$ cat src/rtl/stream_rr_arbiter_pkg.sv
// Shared types and the rotate-priority search used by the stream round-robin arbiter.
// The search walks outward from the last granted index so every requester gets a turn.
package stream_arb_pkg;

    typedef enum logic {
        IDLE  = 1'b0,
        GRANT = 1'b1
    } arb_state_e;

    localparam int MAX_REQ   = 16;
    localparam int MAX_REQ_W = 4;

    // Returns the first set index after ptr (wrapping at num_req); ptr itself when nothing is set.
    function automatic int rr_next(input logic [MAX_REQ-1:0] valid, input int num_req, input int ptr);
        int   idx;
        logic found;
        rr_next = ptr;
        found   = 1'b0;
        for (int k = 1; k <= MAX_REQ; k++) begin
            idx = (ptr + k) % num_req;
            if (!found && (k <= num_req) && valid[idx[MAX_REQ_W-1:0]]) begin
                rr_next = idx;
                found   = 1'b1;
            end
        end
    endfunction

endpackage

$ cat src/rtl/stream_rr_arbiter_if.sv
// Requester-side and sink-side valid/ready bundle shared by the arbiter and its environment.
// The slave view is the arbiter itself; the master view drives requesters and the sink.
interface stream_rr_arbiter_if #(
    parameter int NUM_REQ    = 4,
    parameter int DATA_WIDTH = 8
);

    logic [NUM_REQ-1:0]            req_valid;
    logic [NUM_REQ-1:0]            req_ready;
    logic [NUM_REQ*DATA_WIDTH-1:0] req_data;
    logic [NUM_REQ-1:0]            req_last;
    logic                          stream_out_valid;
    logic                          stream_out_ready;
    logic [DATA_WIDTH-1:0]         stream_out_data;
    logic                          stream_out_last;

    modport master (
        output req_valid, req_data, req_last, stream_out_ready,
        input  req_ready, stream_out_valid, stream_out_data, stream_out_last
    );

    modport slave (
        input  req_valid, req_data, req_last, stream_out_ready,
        output req_ready, stream_out_valid, stream_out_data, stream_out_last
    );

endinterface

$ cat src/rtl/stream_rr_arbiter_pick.sv
// Combinational rotate-priority encoder: picks the next requesting index after the
// round-robin pointer and flags whether anybody is requesting at all.
module stream_rr_pick
    import stream_arb_pkg::*;
#(
    parameter int NUM_REQ = 4
) (
    input  logic [NUM_REQ-1:0]         req_i,
    input  logic [$clog2(NUM_REQ)-1:0] ptr_i,
    output logic [$clog2(NUM_REQ)-1:0] grant_o,
    output logic                       any_req_o
);

    localparam int IDX_W = $clog2(NUM_REQ);

    always_comb begin
        grant_o   = IDX_W'(rr_next(MAX_REQ'(req_i), NUM_REQ, int'(ptr_i)));
        any_req_o = |req_i;
    end

endmodule

$ cat src/rtl/stream_rr_arbiter.sv
// Round-robin arbiter with burst locking that shares one registered valid/ready sink
// between NUM_REQ requesters; a grant ends on a last beat or after MAX_BURST beats.
module stream_rr_arbiter
    import stream_arb_pkg::*;
#(
    parameter int NUM_REQ    = 4,
    parameter int DATA_WIDTH = 8,
    parameter int MAX_BURST  = 4
) (
    input  logic                       clk,
    input  logic                       rst,
    stream_rr_arbiter_if.slave         arb_if,
    output logic [$clog2(NUM_REQ)-1:0] grant_id,
    output logic                       busy
);

    localparam int IDX_W = $clog2(NUM_REQ);
    localparam int CNT_W = $clog2(MAX_BURST + 1);

    arb_state_e            state_q, state_d;
    logic [IDX_W-1:0]      grant_q, grant_d;
    logic [IDX_W-1:0]      rr_ptr_q, rr_ptr_d;
    logic [CNT_W-1:0]      beat_cnt_q, beat_cnt_d;
    logic                  out_valid_q, out_valid_d;
    logic [DATA_WIDTH-1:0] out_data_q, out_data_d;
    logic                  out_last_q, out_last_d;

    logic [IDX_W-1:0]      pick_idx;
    logic                  any_req;
    logic                  can_load;
    logic                  accept;
    logic                  sel_valid;
    logic                  sel_last;
    logic [DATA_WIDTH-1:0] sel_data;

    stream_rr_pick #(
        .NUM_REQ (NUM_REQ)
    ) u_pick (
        .req_i     (arb_if.req_valid),
        .ptr_i     (rr_ptr_q),
        .grant_o   (pick_idx),
        .any_req_o (any_req)
    );

    // Only the granted requester is visible to the output stage; everyone else is ignored.
    always_comb begin
        sel_valid = 1'b0;
        sel_last  = 1'b0;
        sel_data  = '0;
        for (int i = 0; i < NUM_REQ; i++) begin
            if (grant_q == IDX_W'(i)) begin
                sel_valid = arb_if.req_valid[i];
                sel_last  = arb_if.req_last[i];
                sel_data  = arb_if.req_data[i*DATA_WIDTH +: DATA_WIDTH];
            end
        end
    end

    always_comb begin
        state_d          = state_q;
        grant_d          = grant_q;
        rr_ptr_d         = rr_ptr_q;
        beat_cnt_d       = beat_cnt_q;
        out_valid_d      = out_valid_q;
        out_data_d       = out_data_q;
        out_last_d       = out_last_q;
        arb_if.req_ready = '0;
        accept           = 1'b0;
        can_load         = !out_valid_q || arb_if.stream_out_ready;

        // A held beat drains in either state.
        if (arb_if.stream_out_ready) begin
            out_valid_d = 1'b0;
        end

        case (state_q)
            IDLE: begin
                if (any_req) begin
                    grant_d    = pick_idx;
                    beat_cnt_d = '0;
                    state_d    = GRANT;
                end
            end
            GRANT: begin
                for (int i = 0; i < NUM_REQ; i++) begin
                    arb_if.req_ready[i] = (grant_q == IDX_W'(i)) && can_load;
                end
                accept = sel_valid && can_load;
                if (accept) begin
                    out_valid_d = 1'b1;
                    out_data_d  = sel_data;
                    out_last_d  = sel_last;
                    beat_cnt_d  = beat_cnt_q + CNT_W'(1);
                    if (sel_last || (beat_cnt_q == CNT_W'(MAX_BURST - 1))) begin
                        rr_ptr_d = grant_q;
                        state_d  = IDLE;
                    end
                end
            end
            default: begin
                state_d = IDLE;
            end
        endcase
    end

    always_ff @(posedge clk) begin
        if (rst) begin
            state_q     <= IDLE;
            grant_q     <= '0;
            rr_ptr_q    <= IDX_W'(NUM_REQ - 1);
            beat_cnt_q  <= '0;
            out_valid_q <= 1'b0;
            out_data_q  <= '0;
            out_last_q  <= 1'b0;
        end else begin
            state_q     <= state_d;
            grant_q     <= grant_d;
            rr_ptr_q    <= rr_ptr_d;
            beat_cnt_q  <= beat_cnt_d;
            out_valid_q <= out_valid_d;
            out_data_q  <= out_data_d;
            out_last_q  <= out_last_d;
        end
    end

    assign arb_if.stream_out_valid = out_valid_q;
    assign arb_if.stream_out_data  = out_data_q;
    assign arb_if.stream_out_last  = out_last_q;
    assign grant_id                = grant_q;
    assign busy                    = (state_q == GRANT);

endmodule

$ cat src/flat_wrapper.sv
// flat-port wrapper written by rule: the top's interface ports become plain ports
module stream_rr_arbiter_flat import stream_arb_pkg::*;
#(
    parameter int NUM_REQ    = 4,
    parameter int DATA_WIDTH = 8,
    parameter int MAX_BURST  = 4
)
  (clk, rst, grant_id, busy, arb_if_req_valid, arb_if_req_data, arb_if_req_last, arb_if_stream_out_ready, arb_if_req_ready, arb_if_stream_out_valid, arb_if_stream_out_data, arb_if_stream_out_last);
  stream_rr_arbiter_if #(.NUM_REQ(NUM_REQ), .DATA_WIDTH(DATA_WIDTH)) arb_if_i ();
  input  logic clk;
  input  logic rst;
  output logic [$clog2(NUM_REQ)-1:0] grant_id;
  output logic busy;
  input wire logic [$bits(arb_if_i.req_valid)-1:0] arb_if_req_valid;
  input wire logic [$bits(arb_if_i.req_data)-1:0] arb_if_req_data;
  input wire logic [$bits(arb_if_i.req_last)-1:0] arb_if_req_last;
  input wire logic [$bits(arb_if_i.stream_out_ready)-1:0] arb_if_stream_out_ready;
  output wire logic [$bits(arb_if_i.req_ready)-1:0] arb_if_req_ready;
  output wire logic [$bits(arb_if_i.stream_out_valid)-1:0] arb_if_stream_out_valid;
  output wire logic [$bits(arb_if_i.stream_out_data)-1:0] arb_if_stream_out_data;
  output wire logic [$bits(arb_if_i.stream_out_last)-1:0] arb_if_stream_out_last;
  assign arb_if_i.req_valid = arb_if_req_valid;
  assign arb_if_i.req_data = arb_if_req_data;
  assign arb_if_i.req_last = arb_if_req_last;
  assign arb_if_i.stream_out_ready = arb_if_stream_out_ready;
  assign arb_if_req_ready = arb_if_i.req_ready;
  assign arb_if_stream_out_valid = arb_if_i.stream_out_valid;
  assign arb_if_stream_out_data = arb_if_i.stream_out_data;
  assign arb_if_stream_out_last = arb_if_i.stream_out_last;
  stream_rr_arbiter #(.NUM_REQ(NUM_REQ), .DATA_WIDTH(DATA_WIDTH), .MAX_BURST(MAX_BURST)) u_core (.clk(clk), .rst(rst), .arb_if(arb_if_i), .grant_id(grant_id), .busy(busy));
endmodule
$ cat config.mk
export PLATFORM = sky130hd
export DESIGN_NAME = stream_rr_arbiter_flat
export DESIGN_NICKNAME = d
export VERILOG_FILES = /design/src/rtl/stream_rr_arbiter_pkg.sv /design/src/rtl/stream_rr_arbiter_if.sv /design/src/rtl/stream_rr_arbiter_pick.sv /design/src/rtl/stream_rr_arbiter.sv /design/src/flat_wrapper.sv
export SDC_FILE = /design/constraint.sdc
export NUM_CORES = 1
export LEC_CHECK = 0
export BUFFER_PORTS_ARGS = -buffer_cell sky130_fd_sc_hd__buf_2
export CAP_MARGIN = 20
export CORE_ASPECT_RATIO = 1.4
export CORE_MARGIN = 2
export CORE_UTILIZATION = 42
export CTS_CLUSTER_SIZE = 16
export DETAILED_ROUTE_END_ITERATION = 16
export PLACE_DENSITY = 0.82
export SLEW_MARGIN = 20
export SYNTH_ARGS = -nofsm -noshare
export SYNTH_HDL_FRONTEND = slang
export SYNTH_SLANG_ARGS = --single-unit
$ cat constraint.sdc
create_clock -name clk -period 2.1 [get_ports clk]
set_input_delay 0.21 -clock clk [delete_from_list [all_inputs] [get_ports clk]]
set_output_delay 0.21 -clock clk [all_outputs]
set_load 0.01 [all_outputs]
---- Word level (Yosys, flattened, before mapping) ----
Index checks and enable logic that the tools add are counted.
storage, ports and cells
  bits in read-only memories .............. 0
  memories ................................ 0
  bits in latches ......................... 0
  output and inout port bits .............. 17
  flip-flop bits (word level) ............. 18
  bits of input ports ..................... 43
  memory bits (writable) .................. 0
cells by class
  bitwise logic cells ..................... 5
  magnitude comparators ................... 4
  shift operators ......................... 0
  muxes and demuxes ....................... 38
  $mul .................................... 0
  equal/unequal tests ..................... 6
  reductions and logical operators ........ 24
  divide/modulo/power cells ............... 0
  $add $sub $neg .......................... 5
operator list
  kind                   number
  $mux W8                4
  $mux W1                21
  $lt A4 B5 Y1 const B   4
  $bmux W1 S3            4
  $logic_and A1 B1 Y1    8
  $mux W2                4
  $reduce_or A2 Y1       4
  $mux W3                2
  $pmux W3 S2            1
  $reduce_and A2 Y1      3
  $add A2 B1 Y2 const B  2
  $add A2 B2 Y2 const B  2
  $and A1 B1 Y1 const A  4
  $eq A2 B2 Y1 const B   2
  $logic_not A1 Y1       4
  $mux W4                1
  $reduce_or A4 Y1       1
  $add A3 B1 Y3 const B  1
  $eq A3 B2 Y1 const B   1
  $reduce_and A3 Y1      1
  $eq A2 B1 Y1 const B   1
  $logic_not A2 Y1       1
  $logic_or A1 B1 Y1     2
  $ne A2 B1 Y1 const B   1
  other kinds (3)        3

---- Depth between registers and ports, before layout ----
Gate-level depths: netlist of the first run.
  depth in word-level cells ............... 15
  mapped depth ............................ 6

---- Modules after synthesis ----
From an unflattened synthesis of the first run, not the netlist that was laid out.
unflattened totals
  cells, all modules ...................... 120
  area total of the unflattened synthesis .. 1,091.0 um^2
by module, submodules not included
  module             seq. area each (um^2)  area an instance (um^2)  cells an instance  times used
  stream_rr_arbiter  360.3                  1,018.5                  106                1
  stream_rr_pick     0.0                    72.6                     14                 1

---- Worst setup path before layout of the first run ----
Ideal clock, no wire load.
  path type ............................... reg2reg
  from .................................... register u_core.grant_q[1] (netlist: u_core.grant_id[1])
  to ...................................... register u_core.rr_ptr_q[0]
  slack ................................... 443 ps
  clock period less this slack ............ 1,657 ps
  stages on the path, launching flop included .. 6
  data required time ...................... 1,978 ps
  arrival time ............................ 1,535 ps
  path buffers ............................ 1
  cells stage by stage .................... dfxtp_1 -> buf_6 -> mux4_2 -> nand3_2 -> a21oi_2 -> a221o_1
on the way
  cells in the longest elaborated chain, start to end .. 7
  elaborated cells on any way between the ends .. 15
RTL lines
  item                                                       RTL line                                          text
  from (decl)                                                stream_rr_arbiter.sv:21                           logic [IDX_W-1:0] grant_q, grant_d;
  from (signal assigned)                                     stream_rr_arbiter.sv:117                          grant_q <= grant_d;
  $logic_not A2 Y1                                           stream_rr_arbiter.sv:51                           if (grant_q == IDX_W'(i)) begin
  $mux W1 (4 in a row)                                       stream_rr_arbiter.sv:51
  $logic_or A1 B1 Y1 or $logic_and A1 B1 Y1 (tied branches)  stream_rr_arbiter.sv:94, stream_rr_arbiter.sv:88
  $reduce_and A3 Y1 (no source line) (*)                     -
  to (signal assigned)                                       stream_rr_arbiter.sv:110                          rr_ptr_q <= IDX_W'(NUM_REQ - 1);
  to (signal assigned)                                       stream_rr_arbiter.sv:118                          rr_ptr_q <= rr_ptr_d;
  to (decl)                                                  stream_rr_arbiter.sv:22                           logic [IDX_W-1:0] rr_ptr_q, rr_ptr_d;
Mark *: on every way between the ends. The rest lies on a longest branch, timed or not.
A chain may end at the register's enable or synchronous reset.

---- Worst setup path in the final report of the first run ----
  from .................................... register u_core.grant_q[0] (netlist: u_core.grant_id[0])
  to ...................................... output port arb_if_req_ready[1]
on the way
  cells in the longest elaborated chain, start to end .. 3
RTL lines
  item                 RTL line                 text
  $eq A2 B1 Y1         stream_rr_arbiter.sv:86  arb_if.req_ready[i] = (grant_q == IDX_W'(i)) && can_load;
  $logic_and A1 B1 Y1  stream_rr_arbiter.sv:86
  $mux W4              stream_rr_arbiter.sv:76  case (state_q)
  to (decl)            flat_wrapper.sv:18       output wire logic [$bits(arb_if_i.req_ready)-1:0] arb_if_req_ready;
No other way between the ends.

==> impl_metrics.toml, run 1 <==
[power]
comb_power_share = 0.315
clkPwrFrac = 0.239
p_leak_nw = 0.639
powerDensity_nw_per_um2 = 624
power.net_switching_mw = 0.270
swShare = 0.305
ir_drop_v = 0.000345
internal_power_mw = 0.616
power_frac_seq = 0.446

[layout]
drive_above_1_share = 0.446
fill_cells = 225
fin_cells = 211
area_delta_synth_final_pct = 30.3
final_nets = 223
antennaDiodeCount = 0

[global_routing]
globalRouteOverflowTotal = 0
grt_pass1_wl_mm = 4.21
grt_max_degree = 20
first_global_vias = 1076
antenna_found_initial = 0
grt.total_usage = 0.186

[synth]
yosysTopAreaCell = "dfxtp_1"
yosys_warnings = 0
yosys-top-cells-area = "dfxtp_1 (33%), mux4_2 (19%), nand2_1 (7.9%)"
syn_nets = 166
ys_seq_elements = 18
yosysMostFrequentCell = "nand2_1"
avgSynthCellArea_um2 = 9.00
synth_common_cells = "nand2_1 (23), dfxtp_1 (18), a21oi_1 (16), mux4_2 (9), nor2_1 (8)"
syn_area_um2 = 1090
synth_top_area_share = 0.331
yosysSeqAreaShare = 0.331
async_reset_ff_frac = 0
ys.flop_type = "dfxtp_1"
syn_inst = 121
synth_edf_count = 0
yosysUniqueCellTypes = 29

[die]
rows = 21
ios = 60
start_util = 0.450
core_um2 = 2420
die_x_um = 47.0
die_h_um = 64.2
dieArea_um2 = 3020

[sta]
fin_crit_sh = 0.807
slew_headroom = 0.641
rsz0062_at_grt = "false"
period_needed_ns = 1.70
hold_violations = 0
finClkSkew_ns = 0.00120
fin_tns_setup_ns = 0
setup_viol = 0
max_freq_ghz = 0.590
tightest_slew_ns = 0.533
drv_slew = 0

[clocking]
postCtsSetupRepairBufs = 0
hold_buffers = 0
cts-root-buf = "clkbuf_4"
clkTransAtPathRegs_ns = 0.10
cts_buffers = 3
clock-sinks = 18
h-tree-depth = 1
cts_resized = 0
cts_tree = "yes"
cts_buffer_depth = 2
clock_latency_ns = 0.29

[critical_path]
cp_max_fo = 11
setup.worst_path.start_class = "flip-flop"
worstRegToRegCells = 4
rr_startpoint = "u_core.grant_id[1]$_SDFFE_PP0P_"
cp.arrival_ns = 1.49
cp-end-kind = "output port"
reg2reg_slack_ns = 0.41
reg2reg_to = "u_core.rr_ptr_q[0]$_SDFFE_PP1P_"
required_ns = 1.89
crit_type = "flip-flop to output port"

[routing]
wl_per_cell_um = 13.0
drt_wl_total_mm = 2.74
viasPerCell = 5.26
final_antenna_net_count = 0
drtPass1Iterations = 4
drt_iter0_drc = 19
drc = 0
vias = 1110

[job]
cap_violations = 0

[place]
placed_cells = 207
dp_hpwl_mm = 2.19
gp_congestion = 0.796
io_buffers = 59

[min_path]
holdPathStages = 2
hold_class = "primary input to flip-flop"
hp-start = "rst"
worstHoldEndpoint = "u_core.arb_if.stream_out_data[0]$_SDFFE_PP0P_"

[status]
outcome = "complete, no violations"
==> through the flow <==
step | util | hold WS (ns) | worst slack [ns] | power [mW] | area, um^2
CTS | 0.587 | 0.293 | 0.402 | 0.892 | 1420
floorplan | - | 0.448 | 0.443 | 0.594 | 1090
detailed placement | 0.572 | 0.445 | 0.412 | 0.684 | 1380
global placement | 0.572 | 0.442 | 0.488 | 0.672 | 1380
global route | 0.587 | 0.309 | 0.250 | 0.934 | 1420
finish | 0.587 | 0.297 | 0.405 | 0.886 | 1420
==> sequential cells by signal (all words and copies together) (netlist names) <==
name and cells:
u_core.arb_if.stream_out_data 8, u_core.arb_if.stream_out_last 1, u_core.arb_if.stream_out_valid 1, u_core.beat_cnt_q 3, u_core.busy 1, u_core.grant_id 2
u_core.rr_ptr_q 2
==> placed cells by master (no fill, tap or decap) <==
cell type	n
inv_1	5
nor4_1	1
o211ai_1	2
nand2b_1	5
a21oi_1	16
nand3_2	1
nor2_1	8
clkbuf_4	3
clkbuf_8	1
nor3_1	3
mux4_2	9
nor2b_1	2
ha_1	2
o21ai_0	1
mux2i_1	2
nand3_1	5
a22oi_1	1
buf_2	59
a2bb2oi_1	1
buf_4	2
a221o_1	2
a221oi_2	1
dfxtp_1	18
or2_2	1
nand2_1	23
a221oi_1	1
and3_4	1
a21oi_2	1
==> per-layer routing <==
layer	vias up	routed length, um	track usage	share of wire
met3	4	189	0.0254	0.069
li1	548	-	-	-
met4	0	38	0.0694	0.014
met1	514	1050	0.195	0.38
met2	44	1470	0.346	0.53
met5	-	0	0	0
==> worst max-delay path: stages, from the launching register on <==
cell and delay, ns:
dfxtp_1 0.45, buf_4 0.28, inv_1 0.13, nor3_1 0.17, buf_2 0.16
==> logic make-up after synthesis <==
logic type,Yosys count,synth area share
buffers and inverters,14,0.0713
muxes,11,0.205
adders and majority gates,2,0.0230
AOI/OAI and AO/OA,26,0.155
DFF,18,0.331
and+or+nand+nor,50,0.215
==> area by class of cell <==
cell class	count	area [um^2]	share of cell area
multi-input combinational	89	651	0.459
tap	34	42.5	0.0300
clock buffer	4	36.3	0.0256
sequential	18	360	0.254
timing repair buffer	61	310	0.219
inverter	5	18.8	0.0132
==> power groups by stage <==
stage | Sequential (mW) | Combinational (mW) | Clock [mW]
2_1_floorplan | 0.408 | 0.187 | 0
3_3_place_gp | 0.400 | 0.271 | 0
3_5_place_dp | 0.403 | 0.281 | 0
4_1_cts | 0.395 | 0.281 | 0.216
5_1_grt | 0.399 | 0.309 | 0.226
6_report | 0.395 | 0.279 | 0.211
==> worst max-delay path by stage <==
stage	slack [ns]	depth (start not counted)	to	start
6_report	0.40	4	arb_if_req_ready[1]	u_core.grant_id[0]$_SDFFE_PP0P_
5_1_grt	0.25	4	arb_if_req_ready[1]	u_core.grant_id[0]$_SDFFE_PP0P_
4_1_cts	0.40	4	arb_if_req_ready[1]	u_core.grant_id[0]$_SDFFE_PP0P_
3_5_place_dp	0.41	4	u_core.rr_ptr_q[0]$_SDFFE_PP1P_	u_core.grant_id[1]$_SDFFE_PP0P_
3_3_place_gp	0.49	4	u_core.rr_ptr_q[0]$_SDFFE_PP1P_	u_core.grant_id[1]$_SDFFE_PP0P_
2_1_floorplan	0.44	5	u_core.rr_ptr_q[0]$_SDFFE_PP1P_	u_core.grant_id[1]$_SDFFE_PP0P_
No activity file was read; power rests on OpenSTA's default activity.
==> run 2, diff against run 1 <==
ABC_AREA = 1   (was default)
PLACE_DENSITY = 0.8   (was 0.82)
clock period = 1.66 ns   (was 2.1 ns; I/O delays follow)
==> run 2 against run 1 <==
  * Utilization shrank 2.1 points
  * Non-clock buffer count is the same
  * Wire length grew 18%
  * Clock power grew 68%
  * Area after synthesis grew 13%
  * Critical path depth grew 3
  * Largest power group is now combinational logic
  * Highest routed layer unchanged
==> impl_metrics.toml, run 2 <==
[status]
outcome = "complete, no violations"

[power]
comb_power_share = 0.528
ir_drop_v = 0.000629
power.net_switching_mw = 0.887
power_frac_seq = 0.299
powerDensity_nw_per_um2 = 1290
swShare = 0.433
p_leak_nw = 0.844
internal_power_mw = 1.16
clkPwrFrac = 0.173

[layout]
fin_cells = 292
final_cell_mix = "nand2_1 (65), buf_2 (59), nor2_1 (25), nand3_1 (17), dfxtp_1 (16)"
drive_above_1_share = 0.318
antennaDiodeCount = 0
layout.area.seq_um2 = 363
mostFrequentLayoutCell = "nand2_1"
final_nets = 301
largest_reg_flops = 8
fill_cells = 320
fin_util = 0.566
area_delta_synth_final_pct = 29.8
multiInputGateArea_um2 = 747

[synth]
synth_simple_gate_area_frac = 0.439
yosysUniqueCellTypes = 25
yosys-top-cells-area = "dfxtp_1 (29%), nand2_1 (20%), nor2_1 (7.6%)"
synth_fa_ha_area_frac = 0.0204
async_reset_ff_frac = 0
yosysMostFrequentCell = "nand2_1"
synth_compound_area_frac = 0.149
avgSynthCellArea_um2 = 6.27
syn_inst = 196
syn_nets = 241
synth_mux_area_frac = 0
yosysTopAreaCell = "dfxtp_1"
yosysSeqAreaShare = 0.293
ys_seq_elements = 18
yosys_warnings = 0
synth_top_family_by_area = "simple AND/OR/NAND/NOR gates"
syn_area_um2 = 1230
synth_common_cells = "nand2_1 (65), nor2_1 (25), dfxtp_1 (18), nand3_1 (17), o21ai_0 (14)"
synth_top_area_share = 0.293
ys.flop_type = "dfxtp_1"
synth-xor-area-share = 0
synth_edf_count = 0

[critical_path]
cp-end-kind = "flip-flop"
slowest_stage = "dfxtp_2"
crit_family = "simple AND/OR/NAND/NOR gates"
crit_type = "flip-flop to flip-flop"
rr_startpoint = "u_core.grant_id[1]$_SDFFE_PP0P_"
worst-path-buf-inv = 1
cp_max_fo = 12
required_ns = 1.85
worstRegToRegCells = 7
max_stage_delay_ns = 0.35
cpMostUsedCell = "nand2_2"
reg2reg_slack_ns = 0.13
critical_path.cell_chain = "inv_2 > nand2_2 > o221ai_2 > nand2_1 > nand2_2 > o21ai_0 > nor2_1"
reg2reg_to = "u_core.arb_if.stream_out_data[6]$_SDFFE_PP0P_"
setup.worst_path.start_class = "flip-flop"
cp.arrival_ns = 1.72

[min_path]
hold_class = "primary input to flip-flop"
hp-start = "rst"
worstHoldEndpoint = "u_core.beat_cnt_q[2]$_SDFFE_PP0P_"
holdPathStages = 2

[global_routing]
grt_max_degree = 17
grt_pass1_wl_mm = 5.35
globalRouteOverflowTotal = 0
antenna_found_initial = 0
first_global_vias = 1327
grt.total_usage = 0.204

[routing]
drtPass1Iterations = 4
wl_per_cell_um = 11.1
drt_iter0_drc = 50
drc = 0
final_antenna_net_count = 0
drt_wl_total_mm = 3.23
viasPerCell = 4.94
vias = 1442

[die]
rows = 23
core_um2 = 2820
ios = 60
die_h_um = 68.0
start_util = 0.436
dieArea_um2 = 3380
die_x_um = 49.7

[clocking]
h-tree-depth = 1
cts_buffers = 3
clkTransAtPathRegs_ns = 0.07
hold_buffers = 0
cts-root-buf = "clkbuf_8"
clock_latency_ns = 0.25
cts_buffer_depth = 2
cts_tree = "yes"
clock-sinks = 18

[place]
io_buffers = 59
gp_congestion = 0.761
pre_cts_slack_ns = 0.0672
dp_hpwl_mm = 2.62
placed_cells = 287

[sta]
tightest_slew_ns = 0.290
rsz0062_at_grt = "true"
max_freq_ghz = 0.655
whs_ns = 0.181
fin_ws_ns = 0.133
period_needed_ns = 1.53
drv_slew = 0
setup_viol = 0
finClkSkew_ns = 0.00233
fin_crit_sh = 0.920
slew_headroom = 0.806
hold_violations = 0

[job]
cap_violations = 0
-- run 2: final cells by class --
type | count | share of cell area
Multi-Input combinational cell | 156 | 0.468
Sequential cell | 18 | 0.227
Timing Repair Buffer | 61 | 0.202
Inverter | 16 | 0.0384
Clock buffer | 4 | 0.0345
Tap cell | 37 | 0.0290
-- run 2: worst max-delay path by stage --
stage / end / slack [ns] / cells after the start / startpoint
6_report: u_core.arb_if.stream_out_data[6]$_SDFFE_PP0P_ / 0.13 / 7 / u_core.grant_id[1]$_SDFFE_PP0P_
5_1_grt: u_core.arb_if.stream_out_data[2]$_SDFFE_PP0P_ / -0.006 / 7 / u_core.grant_id[1]$_SDFFE_PP0P_
4_1_cts: u_core.arb_if.stream_out_data[2]$_SDFFE_PP0P_ / 0.06 / 7 / u_core.grant_id[1]$_SDFFE_PP0P_
3_5_place_dp: u_core.arb_if.stream_out_data[2]$_SDFFE_PP0P_ / 0.07 / 7 / u_core.grant_id[1]$_SDFFE_PP0P_
3_3_place_gp: u_core.arb_if.stream_out_data[2]$_SDFFE_PP0P_ / 0.10 / 7 / u_core.grant_id[1]$_SDFFE_PP0P_
2_1_floorplan: u_core.rr_ptr_q[1]$_SDFFE_PP1P_ / 0.29 / 7 / u_core.grant_id[1]$_SDFFE_PP0P_
-- run 2: timing repair --
action | in CTS | in global routing
setup endpoints to repair | 0 | 11
resized for setup | 0 | 2
buffers inserted | 0 | 1
hold endpoints to repair | 0 | 0
-- run 2: worst register-to-register path, stage by stage (launching register included) --
cell,delay (ns)
dfxtp_2,0.35
inv_2,0.18
nand2_2,0.12
o221ai_2,0.23
nand2_1,0.14
nand2_2,0.19
o21ai_0,0.14
nor2_1,0.11
-- run 2: through the flow --
step / area (um^2) / power [mW] / setup TNS, ns
6_report: 1600 / 2.05 / 0
5_1_grt: 1600 / 2.24 / -0.0112
4_1_cts: 1570 / 2.02 / 0
3_5_place_dp: 1520 / 1.67 / 0
3_3_place_gp: 1520 / 1.65 / 0
2_1_floorplan: 1230 / 1.42 / 0
-- run 2: power groups by stage --
stage               sequential, mW  clock (mW)  combinational (mW)
global route                 0.629       0.381                1.23
finish                       0.614       0.354                1.08
CTS                          0.610       0.357                1.05
global placement             0.621           0                1.03
detailed placement           0.620           0                1.05
floorplan                    0.648           0               0.774
-- run 2: cells by family (layout without fill, tap and decap cells) --
kind of cell / count (synthesis) / count (layout)
AOI/OAI and AO/OA: 30 / 30
DFF: 18 / 18
and+or+nand+nor: 124 / 124
buffers and inverters: 22 / 81
adders and majority gates: 2 / 2
-- run 2: routing by layer --
metal / share of wire / global-route usage / vias to the layer above
met5: 0 / 0 / -
met4: 0.020 / 0.0903 / 0
met3: 0.072 / 0.0306 / 7
met2: 0.51 / 0.392 / 62
met1: 0.40 / 0.218 / 616
li1: - / - / 757
==> run 3, diff against run 2 <==
clock period = 1.7 ns   (was 1.66 ns; I/O delays follow)
==> run 3 against run 2 <==
  * Sequential power shrank 1%
  * Register-to-register slack lost 0.03 ns
  * Combinational power shrank 6%
  * Utilization shrank 0.67 points
  * Sequential share of layout area grew 0.19 points
  * Highest routed layer unchanged
==> impl_metrics.toml, run 3 (synthesis results as in run 2) <==
[status]
outcome = "complete, no violations"

[place]
io_buffers = 59
gp_congestion = 0.802
dpl_cell_area_um2 = 1520
dp_hpwl_mm = 2.59
placed_cells = 287

[critical_path]
setup.worst_path.start_class = "flip-flop"
reg2reg_to = "u_core.rr_ptr_q[1]$_SDFFE_PP1P_"
cp.arrival_ns = 1.72
required_ns = 1.82
cp-end-kind = "flip-flop"
reg2reg_slack_ns = 0.10
crit_type = "flip-flop to flip-flop"
cp_max_fo = 16
rr_startpoint = "u_core.grant_id[1]$_SDFFE_PP0P_"
worstRegToRegCells = 7

[clocking]
clkTransAtPathRegs_ns = 0.06
clock-sinks = 18
cts-root-buf = "clkbuf_8"
cts_buffers = 3
clock_latency_ns = 0.25
cts_tree = "yes"
h-tree-depth = 1
postCtsSetupRepairBufs = 0
cts_buffer_depth = 2

[die]
core_um2 = 2820
start_util = 0.436
die_h_um = 68.0
dieArea_um2 = 3380
die_x_um = 49.7
ios = 60
rows = 23

[layout]
fin_util = 0.559
final_cell_mix = "nand2_1 (65), buf_2 (59), nor2_1 (25), nand3_1 (17), dfxtp_1 (17)"
final_nets = 300
multiInputGateArea_um2 = 747
antennaDiodeCount = 0
layout.area.seq_um2 = 362
fin_cells = 291
design_area_um2 = 1580
area_delta_synth_final_pct = 28.3
fill_cells = 307
drive_above_1_share = 0.311
largest_reg_flops = 8
mostFrequentLayoutCell = "nand2_1"

[global_routing]
grt.total_usage = 0.197
first_global_vias = 1294
grt_max_degree = 17
antenna_found_initial = 0
globalRouteOverflowTotal = 0
grt_pass1_wl_mm = 5.24

[sta]
slew_headroom = 0.720
finClkSkew_ns = 0.00362
drv_slew = 0
period_needed_ns = 1.60
setup_viol = 0
fin_crit_sh = 0.941
fin_tns_setup_ns = 0
rsz0062_at_grt = "false"
whs_ns = 0.188
hold_violations = 0
tightest_slew_ns = 0.418
max_freq_ghz = 0.625

[min_path]
worstHoldEndpoint = "u_core.beat_cnt_q[2]$_SDFFE_PP0P_"
hold_class = "primary input to flip-flop"
hp-start = "rst"
holdPathStages = 2

[routing]
drtPass1Iterations = 4
drc = 0
viasPerCell = 4.96
final_antenna_net_count = 0
drt_iter0_drc = 43
wl_per_cell_um = 11.0
vias = 1443
drt_wl_total_mm = 3.19

[power]
p_leak_nw = 0.836
powerDensity_nw_per_um2 = 1240
ir_drop_v = 0.000631

[job]
cap_violations = 0
[run 3: what timing repair did]
item,CTS,global route
endpoints found under the setup margin,0,5
hold buffers,0,0
hold endpoints to repair,0,0
resized for setup,0,2
[run 3: final cells by class]
| class | count | share of cell area |
|---|---|---|
| Multi-Input combinational cell | 156 | 0.474 |
| Sequential cell | 18 | 0.229 |
| Timing Repair Buffer | 60 | 0.192 |
| Inverter | 16 | 0.0405 |
| Clock buffer | 4 | 0.0349 |
| Tap cell | 37 | 0.0294 |
[run 3: metal layers]
metal	global-route usage	wire [um]	part of all wire	up-vias
li1	-	-	-	755
met1	0.215	1290	0.40	622
met2	0.375	1650	0.52	58
met3	0.0284	186	0.058	8
met4	0.0903	68	0.021	0
met5	0	0	0	-
[run 3: worst max-delay path by stage]
stage	cells past startpoint	from	end	slack (ns)
2_1_floorplan	7	u_core.grant_id[1]$_SDFFE_PP0P_	u_core.rr_ptr_q[1]$_SDFFE_PP1P_	0.33
3_3_place_gp	7	u_core.grant_id[1]$_SDFFE_PP0P_	u_core.arb_if.stream_out_data[6]$_SDFFE_PP0P_	0.14
3_5_place_dp	7	u_core.grant_id[1]$_SDFFE_PP0P_	u_core.rr_ptr_q[0]$_SDFFE_PP1P_	0.12
4_1_cts	7	u_core.grant_id[1]$_SDFFE_PP0P_	u_core.rr_ptr_q[1]$_SDFFE_PP1P_	0.11
5_1_grt	7	u_core.grant_id[1]$_SDFFE_PP0P_	u_core.rr_ptr_q[1]$_SDFFE_PP1P_	0.004
6_report	7	u_core.grant_id[1]$_SDFFE_PP0P_	u_core.rr_ptr_q[1]$_SDFFE_PP1P_	0.10
[run 3: report_power, final]
part | total [mW] | switching, mW | internal [mW]
Combinational | 1.02 | 0.636 | 0.379
Sequential | 0.607 | 0.0839 | 0.523
Clock | 0.339 | 0.133 | 0.205
Total | 1.96 | 0.853 | 1.11
[run 3: stage by stage]
stage / setup WS, ns / power (mW)
global placement: 0.142 / 1.61
global route: 0.00369 / 2.15
finish: 0.100 / 1.96
floorplan: 0.333 / 1.39
detailed placement: 0.120 / 1.63
CTS: 0.105 / 1.97
[run 3: critical path, cell delays in order, from the launching register on]
cell	delay, ns
dfxtp_1	0.46
nand2_1	0.14
clkinv_2	0.16
nand2_4	0.07
a21oi_4	0.38
nand2_2	0.11
nand2_1	0.07
nand3_1	0.06
